<file path="src/rtl/clock_time_setter.sv">
// clock_time_setter: 24-hour HH:MM:SS timekeeper with debounced MODE/INC set controls.
// Drives registered BCD digits, a blink-blank mask and the seconds LSB to the display stage.
module clock_time_setter #(
    parameter int DEBOUNCE_CYCLES = 500_000,
    parameter int DEB_W = 20
) (
    input  logic       clock,
    input  logic       reset,
    input  logic       tick_1hz,
    input  logic       btn_mode,
    input  logic       btn_inc,
    output logic [3:0] seg3,
    output logic [3:0] seg2,
    output logic [3:0] seg1,
    output logic [3:0] seg0,
    output logic [3:0] blank,
    output logic       sec_odd,
    output logic [1:0] mode
);
    typedef enum logic [1:0] {RUN = 2'b00, SET_HOUR = 2'b01, SET_MIN = 2'b10} mode_e;
    localparam logic [DEB_W-1:0] DEB_MAX = DEB_W'(DEBOUNCE_CYCLES - 1);
    logic [1:0] btn_raw, press;
    assign btn_raw = {btn_inc, btn_mode};
    for (genvar b = 0; b < 2; b++) begin : g_deb
        logic [1:0] sync_q;
        logic [DEB_W-1:0] cnt_q, cnt_d;
        logic level_q, level_d, press_q, press_d, settled;
        always_comb begin
            settled = sync_q[1] != level_q && cnt_q == DEB_MAX;
            cnt_d = (sync_q[1] == level_q || settled) ? '0 : cnt_q + 1'b1;
            level_d = level_q ^ settled;
            press_d = settled & ~level_q;
        end
        always_ff @(posedge clock or posedge reset) begin
            if (reset) begin
                sync_q <= '0;
                cnt_q <= '0;
                level_q <= 1'b0;
                press_q <= 1'b0;
            end else begin
                sync_q <= {sync_q[0], btn_raw[b]};
                cnt_q <= cnt_d;
                level_q <= level_d;
                press_q <= press_d;
            end
        end
        assign press[b] = press_q;
    end
    mode_e mode_q, mode_d;
    logic blink_q, blink_d;
    logic [5:0] sec_q, sec_d;
    logic [3:0] ht_q, ho_q, mt_q, mo_q, ht_d, ho_d, mt_d, mo_d, blank_q, blank_d;
    logic [3:0] ht_inc, ho_inc, mt_inc, mo_inc;
    logic mode_press, inc_press, sec_wrap, min_wrap, hr_wrap;
    // MODE has priority: a coincident INC press is dropped
    assign mode_press = press[0];
    assign inc_press = press[1] & ~press[0];
    assign sec_wrap = sec_q == 6'd59;
    assign min_wrap = mt_q == 4'd5 && mo_q == 4'd9;
    assign hr_wrap = ht_q == 4'd2 && ho_q == 4'd3;
    assign mo_inc = mo_q == 4'd9 ? 4'd0 : mo_q + 4'd1;
    assign mt_inc = mo_q != 4'd9 ? mt_q : mt_q == 4'd5 ? 4'd0 : mt_q + 4'd1;
    assign ho_inc = (hr_wrap || ho_q == 4'd9) ? 4'd0 : ho_q + 4'd1;
    assign ht_inc = hr_wrap ? 4'd0 : ho_q == 4'd9 ? ht_q + 4'd1 : ht_q;
    always_comb begin
        mode_d = mode_q;
        blink_d = blink_q;
        sec_d = sec_q;
        ht_d = ht_q;
        ho_d = ho_q;
        mt_d = mt_q;
        mo_d = mo_q;
        case (mode_q)
            RUN: begin
                if (tick_1hz) begin
                    sec_d = sec_wrap ? 6'd0 : sec_q + 6'd1;
                    if (sec_wrap) begin
                        mt_d = mt_inc;
                        mo_d = mo_inc;
                    end
                    if (sec_wrap && min_wrap) begin
                        ht_d = ht_inc;
                        ho_d = ho_inc;
                    end
                end
                if (mode_press) begin
                    mode_d = SET_HOUR;
                    blink_d = 1'b0;
                end
            end
            SET_HOUR: begin
                mode_d = mode_press ? SET_MIN : SET_HOUR;
                blink_d = mode_press ? 1'b0 : blink_q ^ tick_1hz;
                if (inc_press) begin
                    ht_d = ht_inc;
                    ho_d = ho_inc;
                end
            end
            SET_MIN: begin
                mode_d = mode_press ? RUN : SET_MIN;
                blink_d = mode_press ? 1'b0 : blink_q ^ tick_1hz;
                if (mode_press) sec_d = 6'd0;
                if (inc_press) begin
                    mt_d = mt_inc;
                    mo_d = mo_inc;
                end
            end
            default: begin
                mode_d = RUN;
                blink_d = 1'b0;
            end
        endcase
        blank_d = !blink_d ? 4'b0000 : mode_d == SET_HOUR ? 4'b1100 : mode_d == SET_MIN ? 4'b0011 : 4'b0000;
    end
    always_ff @(posedge clock or posedge reset) begin
        if (reset) begin
            mode_q <= RUN;
            blink_q <= 1'b0;
            sec_q <= '0;
            ht_q <= '0;
            ho_q <= '0;
            mt_q <= '0;
            mo_q <= '0;
            blank_q <= '0;
        end else begin
            mode_q <= mode_d;
            blink_q <= blink_d;
            sec_q <= sec_d;
            ht_q <= ht_d;
            ho_q <= ho_d;
            mt_q <= mt_d;
            mo_q <= mo_d;
            blank_q <= blank_d;
        end
    end
    assign seg3 = ht_q;
    assign seg2 = ho_q;
    assign seg1 = mt_q;
    assign seg0 = mo_q;
    assign blank = blank_q;
    assign sec_odd = sec_q[0];
    assign mode = mode_q;
endmodule

</file>
<file path="config.mk">
export PLATFORM = sky130hd
export DESIGN_NAME = clock_time_setter
export DESIGN_NICKNAME = d
export VERILOG_FILES = /design/src/rtl/clock_time_setter.sv
export SDC_FILE = /design/constraint.sdc
export NUM_CORES = 1
export LEC_CHECK = 0
export BUFFER_PORTS_ARGS = -buffer_cell sky130_fd_sc_hd__buf_2
export CORE_MARGIN = 3
export CORE_UTILIZATION = 64
export CTS_CLUSTER_SIZE = 40
export DETAILED_ROUTE_END_ITERATION = 8
export PLACE_DENSITY = 0.85
export SYNTH_ARGS = -nofsm -noshare
export SYNTH_HDL_FRONTEND = slang
export SYNTH_SLANG_ARGS = --single-unit
</file>
<file path="constraint.sdc">
create_clock -name clock -period 4.6 [get_ports clock]
set_clock_uncertainty 0.15 [all_clocks]
set_input_delay 0.46 -clock clock [delete_from_list [all_inputs] [get_ports clock]]
set_output_delay 0.46 -clock clock [all_outputs]
set_load 0.02 [all_outputs]
</file>
==> After elaboration in Yosys (flattened, before gate mapping) <==
Cells that the tools add are included.
{ "classes": {"n_addsub": 7, "multipliers": 0, "div_mod_pow": 0, "order_cmp": 0, "n_eq_ne": 23, "n_shift": 0, "muxes": 38, "bitwise_logic": 9, "n_reduce_logical": 15} }
{ "ops": {"columns": ["cell", "count"], "rows": [
  ["two-way mux 4 bit", 20],
  ["adder 20 x 1 -> 20 bit, second input constant", 2],
  ["== test 20 x 19 -> 1 bit, second input constant", 2],
  ["two-way mux 20 bit", 2],
  ["one-hot mux 4 bit (2 select lines)", 4],
  ["two-way mux 6 bit", 3],
  ["adder 4 x 1 -> 4 bit, second input constant", 4],
  ["inequality test 2 bit, second input constant", 6],
  ["one-hot mux 6 bit (2 select lines)", 1],
  ["== test 4 x 2 -> 1 bit, second input constant", 2],
  ["== test 4 bit, second input constant", 2],
  ["two-way mux 2 bit", 4],
  ["AND reduction 4 bit", 2],
  ["adder 6 x 1 -> 6 bit, second input constant", 1],
  ["== test 6 bit, second input constant", 1],
  ["one-hot mux 2 bit (3 select lines)", 1],
  ["logical AND 1 bit", 5],
  ["== test 2 x 1 -> 1 bit, second input constant", 2],
  ["== test 2 bit, second input constant", 2],
  ["== test 4 x 3 -> 1 bit, second input constant", 1],
  ["inequality test 4 bit, second input constant", 1],
  ["nonzero test 2 bit", 2],
  ["AND 1 bit", 3],
  ["logical OR 1 bit", 3],
  ["other kinds (9)", 16]
]} }
{ "word_totals": {"reg_bits": 77, "latch_bits": 0, "ram_bits": 0, "rom_bits": 0, "inputBits": 5, "out_inout_bits": 23, "word_cells": 108, "n_memories": 0} }

==> Logic depth before layout (Yosys ltp) <==
Gate-level depths: netlist (run 1).
{ "depth": {"ltp_word": 7, "ltp_mapped": 8, "depth_no_buf": 7} }

==> Least setup slack after synthesis (run 1) <==
Ideal clock, no wire load.
{ "synth_timing": {"kind": "flip-flop to flip-flop", "from": "reg mode_q[0] (netlist: mode[0])", "to": "reg ht_q[2] (netlist: seg3[2])", "t_arrival_ns": 2.047, "required_ns": 4.322, "slack_ns": 2.275, "path_stages_with_launch": 9, "n_path_buf": 1, "synth_period_minus_slack_ns": 2.325, "path_cell_list": "dfrtp_1 > inv_1 > ha_1 > buf_6 > and2b_1 > a211oi_1 > and2_2 > nand3_1 > mux2_1"} }
{ "synth_via": {"elab_chain_len": 3, "word_cells_on_any_way": 8, "classes_between": "eq/ne (4); mux (1); reduce/logical (3)"} }
{ "synth_rtl": {"columns": ["item", "line_no", "rtl"], "rows": [
  ["start, declared", "49", "mode_e mode_q, mode_d;"],
  ["start signal, assigned", "126", "mode_q <= mode_d;"],
  ["== test 2 x 1 -> 1 bit or logical NOT 2 bit (tied branches)", "73", "case (mode_q)"],
  ["inequality test 2 bit (no source line) or nonzero test 2 bit (tied branches)", null, null],
  ["AND reduction 4 bit (no source line)", null, null],
  ["end signal, assigned", "129", "ht_q <= ht_d;"],
  ["end, declared", "52", "logic [3:0] ht_q, ho_q, mt_q, mo_q, ht_d, ho_d, mt_d, mo_d, blank_q, blank_d;"]
]} }
Several ways; a longest one is shown, not always the timed one.
A chain may end at the register's enable or synchronous reset.

==> Worst setup path in the final report (run 1) <==
Same ends and word-level chain as after synthesis.

==> results.toml, run 1 <==
[floorplanning]
fp.dieH_um = 82.4
chipWidth_um = 82.4
die_area_um2 = 6790
start_util_pct = 67.1
rows = 27
ios = 28
core_area_um2 = 5570

[synth]
synthAdderAreaFrac_pct = 3.68
synth_top_family_by_area = "simple AND/OR/NAND/NOR gates"
synth_mux_area_share_pct = 3.51
synth_cell_types = 56
synth_xor_area_share_pct = 9.84
synth-seq-area-share_pct = 50.2
synth-seq-cells = 75
yosys.area_share.simple_pct = 24.3
async_reset_ff_share_pct = 100
netlist_instances = 366
syn-num-nets = 382
syn_area_um2 = 3740
synth_compound_area_share_pct = 6.09
synth-warning-count = 0
synth.avg_cell_area_um2 = 10.2
ys.flop_type = "dfrtp_1"
synth_top_area_share_pct = 50.2
synth_area_leaders = "dfrtp_1, nor2_1, xnor2_1"
yosysTopAreaCell = "dfrtp_1"
synth_edf_count = 0

[global_routing]
grt_overflow = 0
grt_pass1_vias = 2590
grt_first_pass_wirelength_mm = 11.5
busiest_layer = "met2"
grt_usage_pct = 22.3
grt_antenna_before_repair = 0
use_met3_pct = 4.01
use_met2_pct = 36.7
grt_max_degree = 45
use_met1_pct = 29.0

[detailed_routing]
drt_first_pass_iters = 8
via_count = 2772
wl_per_cell_um = 14.4
drt_iter0_drc = 182
drt-total-wl_mm = 6.85
final_antenna_net_count = 0
detail_route.vias_per_cell = 5.84
remaining_drc_errors = 0

[worst_setup_path]
critPathSlowestCell = "a211oi_1"
r2r_start = "mode[0]$_DFF_PP0_"
critPathBufInv = 1
start_kind = "flop"
critPathArrivalTime_ps = 2650
worstSetupPathDepth = 7
path_cells = "inv_1 -> ha_1 -> and2b_1 -> a211oi_1 -> and2_2 -> nand3_1 -> mux2_1"
regToRegSetupSlack_ps = 2040
critPathTopFamily = "simple AND/OR/NAND/NOR gates"
cp-startpoint = "mode[0]$_DFF_PP0_"
r2r-end = "seg3[2]$_DFFE_PP0P_"
end_kind = "flop"
max_stage_delay_ps = 490
worstSetupEndpoint = "seg3[2]$_DFFE_PP0P_"
rr_worst_depth = 7
cp_data_required_time_ps = 4690
worstPathMaxFanout = 10
path_class = "flop to flop"

[placed_design]
port_buffers = 27
place_area_um2 = 3930
gp_congestion = 0.813
hpwl_mm = 4.73

[power_and_ir_drop]
total_leakage_power_nw = 1.91
ir_worst_vdd_v = 0.000285
powerDensity_nw_per_um2 = 341

[final_layout]
mostFrequentLayoutCell = "dfrtp_1"
diodes = 0
final_cell_mix = "dfrtp_1, nor2_1, buf_2, xnor2_1, nand2_1"
fin_area_um2 = 4140
nets = 414
drive_gt1_share_pct = 14.9
synthToLayoutAreaGrowth_pct = 10.8

[clock_tree]
cts.clk_slew.worst_paths_ps = 80
clockBufferDepth = 2
post_cts_resized = 0
cts_tree = "yes"
worst_skew_pair.late_latency_ps = 350
cts_setup_buffers = 0
cts_root_buf = "clkbuf_8"
cts_sinks = 75
numCtsBuffers = 9
ctsHoldBuffers = 0
htreeDepth = 3

[outcome]
outcome = "completed"

[timing]
maxSlewViolCount = 0
setup_viol = 0
min_period_ps = 2560
hold_violations = 0
worst_pin_slew_ps = 895
rsz0062_at_grt = "no"
fin_crit_sh_pct = 55.7
relSlewSlack_pct = 40.2
finalSetupTns_ps = 0
fmax_mhz = 390

[job]
max_cap_violations = 0

[min_path]
hold_depth = 1
min_path_type = "primary input to flop"
## how the worst min path moves through the flow
stage,end,startpoint,slack (ps)
2_1_floorplan,g_deb[0].sync_q[1]$_DFF_PP0_,g_deb[0].sync_q[0]$_DFF_PP0_,180
3_3_place_gp,g_deb[1].sync_q[1]$_DFF_PP0_,g_deb[1].sync_q[0]$_DFF_PP0_,180
3_5_place_dp,g_deb[0].sync_q[1]$_DFF_PP0_,g_deb[0].sync_q[0]$_DFF_PP0_,200
4_1_cts,g_deb[0].sync_q[0]$_DFF_PP0_,btn_mode,60
5_1_grt,g_deb[0].sync_q[0]$_DFF_PP0_,btn_mode,60
6_report,g_deb[0].sync_q[0]$_DFF_PP0_,btn_mode,70
## per-stage QoR
stage	util (%)	hold WS (ps)	cells	worst slack [ps]	total power, mW
floorplan	-	181	366	2080	0.839
global placement	70.4	184	459	2270	0.876
detailed placement	70.4	197	459	2120	0.884
CTS	74.3	58.7	475	2050	1.43
global route	74.3	55.8	475	1910	1.48
finish	74.3	74.2	475	2040	1.41
## metal layers
metal	up-vias	share of wire, %
met5	-	0
met4	0	1.4
met3	10	3.6
met2	50	48
met1	1377	47
li1	1335	-
## final cells by class
cell class | instances | area, µm²
fill | 399 | 1430
sequential | 75 | 1880
tap | 72 | 90.1
clock inverter | 7 | 92.6
multi-input combinational | 272 | 1770
inverter | 12 | 45.0
timing repair buffer | 28 | 143
clock buffer | 9 | 124
## synthesized netlist by cell type, types with 7 or more instances
master / instances
nand3_1: 18
ha_1: 11
mux2_2: 7
dfrtp_1: 75
xnor2_1: 25
xor2_1: 17
nor3_1: 9
nand4_1: 15
and3_1: 9
inv_1: 12
nand2_1: 19
o21ai_0: 12
nor2_1: 62
## logic make-up (layout without fill, tap and decap cells)
family,count (synthesis),after routing
mux,12,12
fa+ha+maj,11,11
xor+xnor,42,42
simple gates,174,174
compound gates,33,33
buf+inv,19,56
flops,75,75
## sequential cells by signal, summed over array words and instances, names as in the netlist, named ones only
signal	flops
blank	2
blink_q	1
g_deb.press_q	2
mode	2
seg1	4
g_deb.cnt_q	40
sec_q	6
seg2	4
seg3	4
g_deb.sync_q	4
seg0	4
## power by group
group          switching, mW  internal [mW]  total, mW
Combinational         0.0826         0.0495      0.132
Sequential            0.0430          0.695      0.738
Clock                  0.240          0.304      0.545
(Power assumes the default switching activity.)
==> inputs of run 2 (changes only) <==
--- a/config.mk
+++ b/config.mk
@@ -7,10 +7,10 @@
 export LEC_CHECK = 0
 export BUFFER_PORTS_ARGS = -buffer_cell sky130_fd_sc_hd__buf_2
 export CORE_MARGIN = 3
-export CORE_UTILIZATION = 64
+export CORE_UTILIZATION = 60
 export CTS_CLUSTER_SIZE = 40
 export DETAILED_ROUTE_END_ITERATION = 8
-export PLACE_DENSITY = 0.85
+export PLACE_DENSITY = 0.81
 export SYNTH_ARGS = -nofsm -noshare
 export SYNTH_HDL_FRONTEND = slang
 export SYNTH_SLANG_ARGS = --single-unit
==> constraint.sdc (replaced) <==
create_clock -name clock -period 2.63 [get_ports clock]
set_clock_uncertainty 0.15 [all_clocks]
set_input_delay 0.263 -clock clock [delete_from_list [all_inputs] [get_ports clock]]
set_output_delay 0.263 -clock clock [all_outputs]
set_load 0.02 [all_outputs]
==> results.toml, run 2 (synthesized netlist as in run 1, its figures left out) <==
[clock_tree]
post_cts_resized = 0
cts_root_buf = "clkbuf_8"
cts.clk_slew.worst_paths_ps = 70
worst_skew_pair.late_latency_ps = 330
cts_sinks = 75
cts_tree = "yes"
clockBufferDepth = 2
htreeDepth = 3
ctsHoldBuffers = 3
cts_setup_buffers = 0
numCtsBuffers = 9

[worst_setup_path]
start_kind = "flop"
critPathArrivalTime_ps = 2430
critPathTopFamily = "simple AND/OR/NAND/NOR gates"
path_cells = "ha_1 -> nand4_2 -> or2_4 -> o41ai_4 -> nand3_1 -> mux2_1"
path_class = "flop to flop"
end_kind = "flop"
critPathBufInv = 0
max_stage_delay_ps = 510
rr_worst_depth = 6
worstPathMaxFanout = 6
critPathSlowestCell = "o41ai_4"
worstSetupPathDepth = 6
cp_data_required_time_ps = 2690

[floorplanning]
rows = 28
core_area_um2 = 5990
chipWidth_um = 84.9
die_area_um2 = 7210
fp.dieH_um = 84.9
start_util_pct = 62.4
ios = 28

[power_and_ir_drop]
power_frac_comb_pct = 9.7
power.share.sequential_pct = 52.3
p_sw_mw = 0.622
swShare_pct = 25.3
ir_worst_vdd_v = 0.000371
powerDensity_nw_per_um2 = 586
finalPower_mw = 2.46
clock_power_share_pct = 38.0
p_int_mw = 1.84
total_leakage_power_nw = 1.93

[timing]
min_period_ps = 2370
finalSetupTns_ps = 0
relSlewSlack_pct = 54.7
maxSlewViolCount = 0
worst_pin_slew_ps = 679
fmax_mhz = 422
hold_violations = 0
fin_crit_sh_pct = 90.1
setup_viol = 0
rsz0062_at_grt = "no"

[placed_design]
port_buffers = 27
hpwl_mm = 4.63
place_area_um2 = 3970
gp_congestion = 0.841

[final_layout]
mostFrequentLayoutCell = "dfrtp_1"
diodes = 0
synthToLayoutAreaGrowth_pct = 12.4
fin_area_um2 = 4200
drive_gt1_share_pct = 14.9
final_cell_mix = "dfrtp_1, nor2_1, buf_2, xnor2_1, nand2_1"
nets = 420
post-route-util_pct = 70.2
largest_register = "g_deb.cnt_q"
reg_top3 = "g_deb.cnt_q x40, sec_q x6"
largest_reg_flops = 40

[detailed_routing]
remaining_drc_errors = 0
drt-total-wl_mm = 6.59
wl_per_cell_um = 13.6
drt_iter0_drc = 147
via_count = 2726
detail_route.vias_per_cell = 5.63
drt_first_pass_iters = 4
final_antenna_net_count = 0

[global_routing]
grt_max_degree = 44
grt_pass1_vias = 2711
grt_overflow = 0
grt_antenna_before_repair = 0
grt_usage_pct = 20.2
grt_first_pass_wirelength_mm = 12.0

[min_path]
min_path_type = "flop to flop"
hold_depth = 0

[job]
max_cap_violations = 0

[outcome]
outcome = "completed"
-- run 2: changes by cell type in the layout (fill, tap and decap cells not counted), sizes merged --
cell	delta
clkinvlp	+1
dlygate4sd3	+3
clkbuf	+2
buf	+3
clkinv	-3
-- run 2: path summary, 6_finish.rpt --
kind,startpoint,to,slack [ps]
worst max-delay path,sec_q[0]$_DFFE_PP0P_,seg3[2]$_DFFE_PP0P_,260
worst min-delay path,g_deb[0].sync_q[0]$_DFF_PP0_,g_deb[0].sync_q[1]$_DFF_PP0_,200
worst max register to register,sec_q[0]$_DFFE_PP0P_,seg3[2]$_DFFE_PP0P_,260
worst min register to register,g_deb[0].sync_q[0]$_DFF_PP0_,g_deb[0].sync_q[1]$_DFF_PP0_,200
max in group asynchronous,reset,seg2[0]$_DFFE_PP0P_,1250
min in group asynchronous,reset,g_deb[1].cnt_q[18]$_DFF_PP0_,430
-- run 2: worst register-to-register path, stage by stage (launching register included) --
cell,delay [ps]
dfrtp_1,410
ha_1,280
nand4_2,140
or2_4,270
o41ai_4,510
nand3_1,160
mux2_1,340
-- run 2: cell type report --
type,count,area (µm²)
fillers,431,1790
flip-flops and latches,75,1880
clock buffers,11,131
clock inverters,5,77.6
multi-input cells,272,1770
inverters,12,45.0
repair buffers,34,208
well taps,75,93.8
-- run 2: metrics by stage --
stage                     std cells  setup slack, ps  hold slack [ps]
after floorplan                 366              305              144
after global placement          465              371              185
after detailed placement        465              259              185
after CTS                       484              250              202
after global routing            484             99.6              207
final                           484              260              201
-- run 2: layer usage --
layer | part of all wire, % | vias up | global-route usage (%)
met3 | 3.9 | 12 | 3.50
met4 | 1.7 | 0 | 7.77
met5 | 0 | - | 0
li1 | - | 1346 | -
met1 | 46 | 1306 | 28.3
met2 | 48 | 62 | 31.7
-- run 2: power groups by stage --
stage | Clock (mW) | Combinational (mW) | Sequential [mW]
global route | 1.01 | 0.275 | 1.30
floorplan | 0 | 0.142 | 1.32
finish | 0.937 | 0.239 | 1.29
CTS | 0.953 | 0.243 | 1.29
detailed placement | 0 | 0.238 | 1.31
global placement | 0 | 0.232 | 1.31
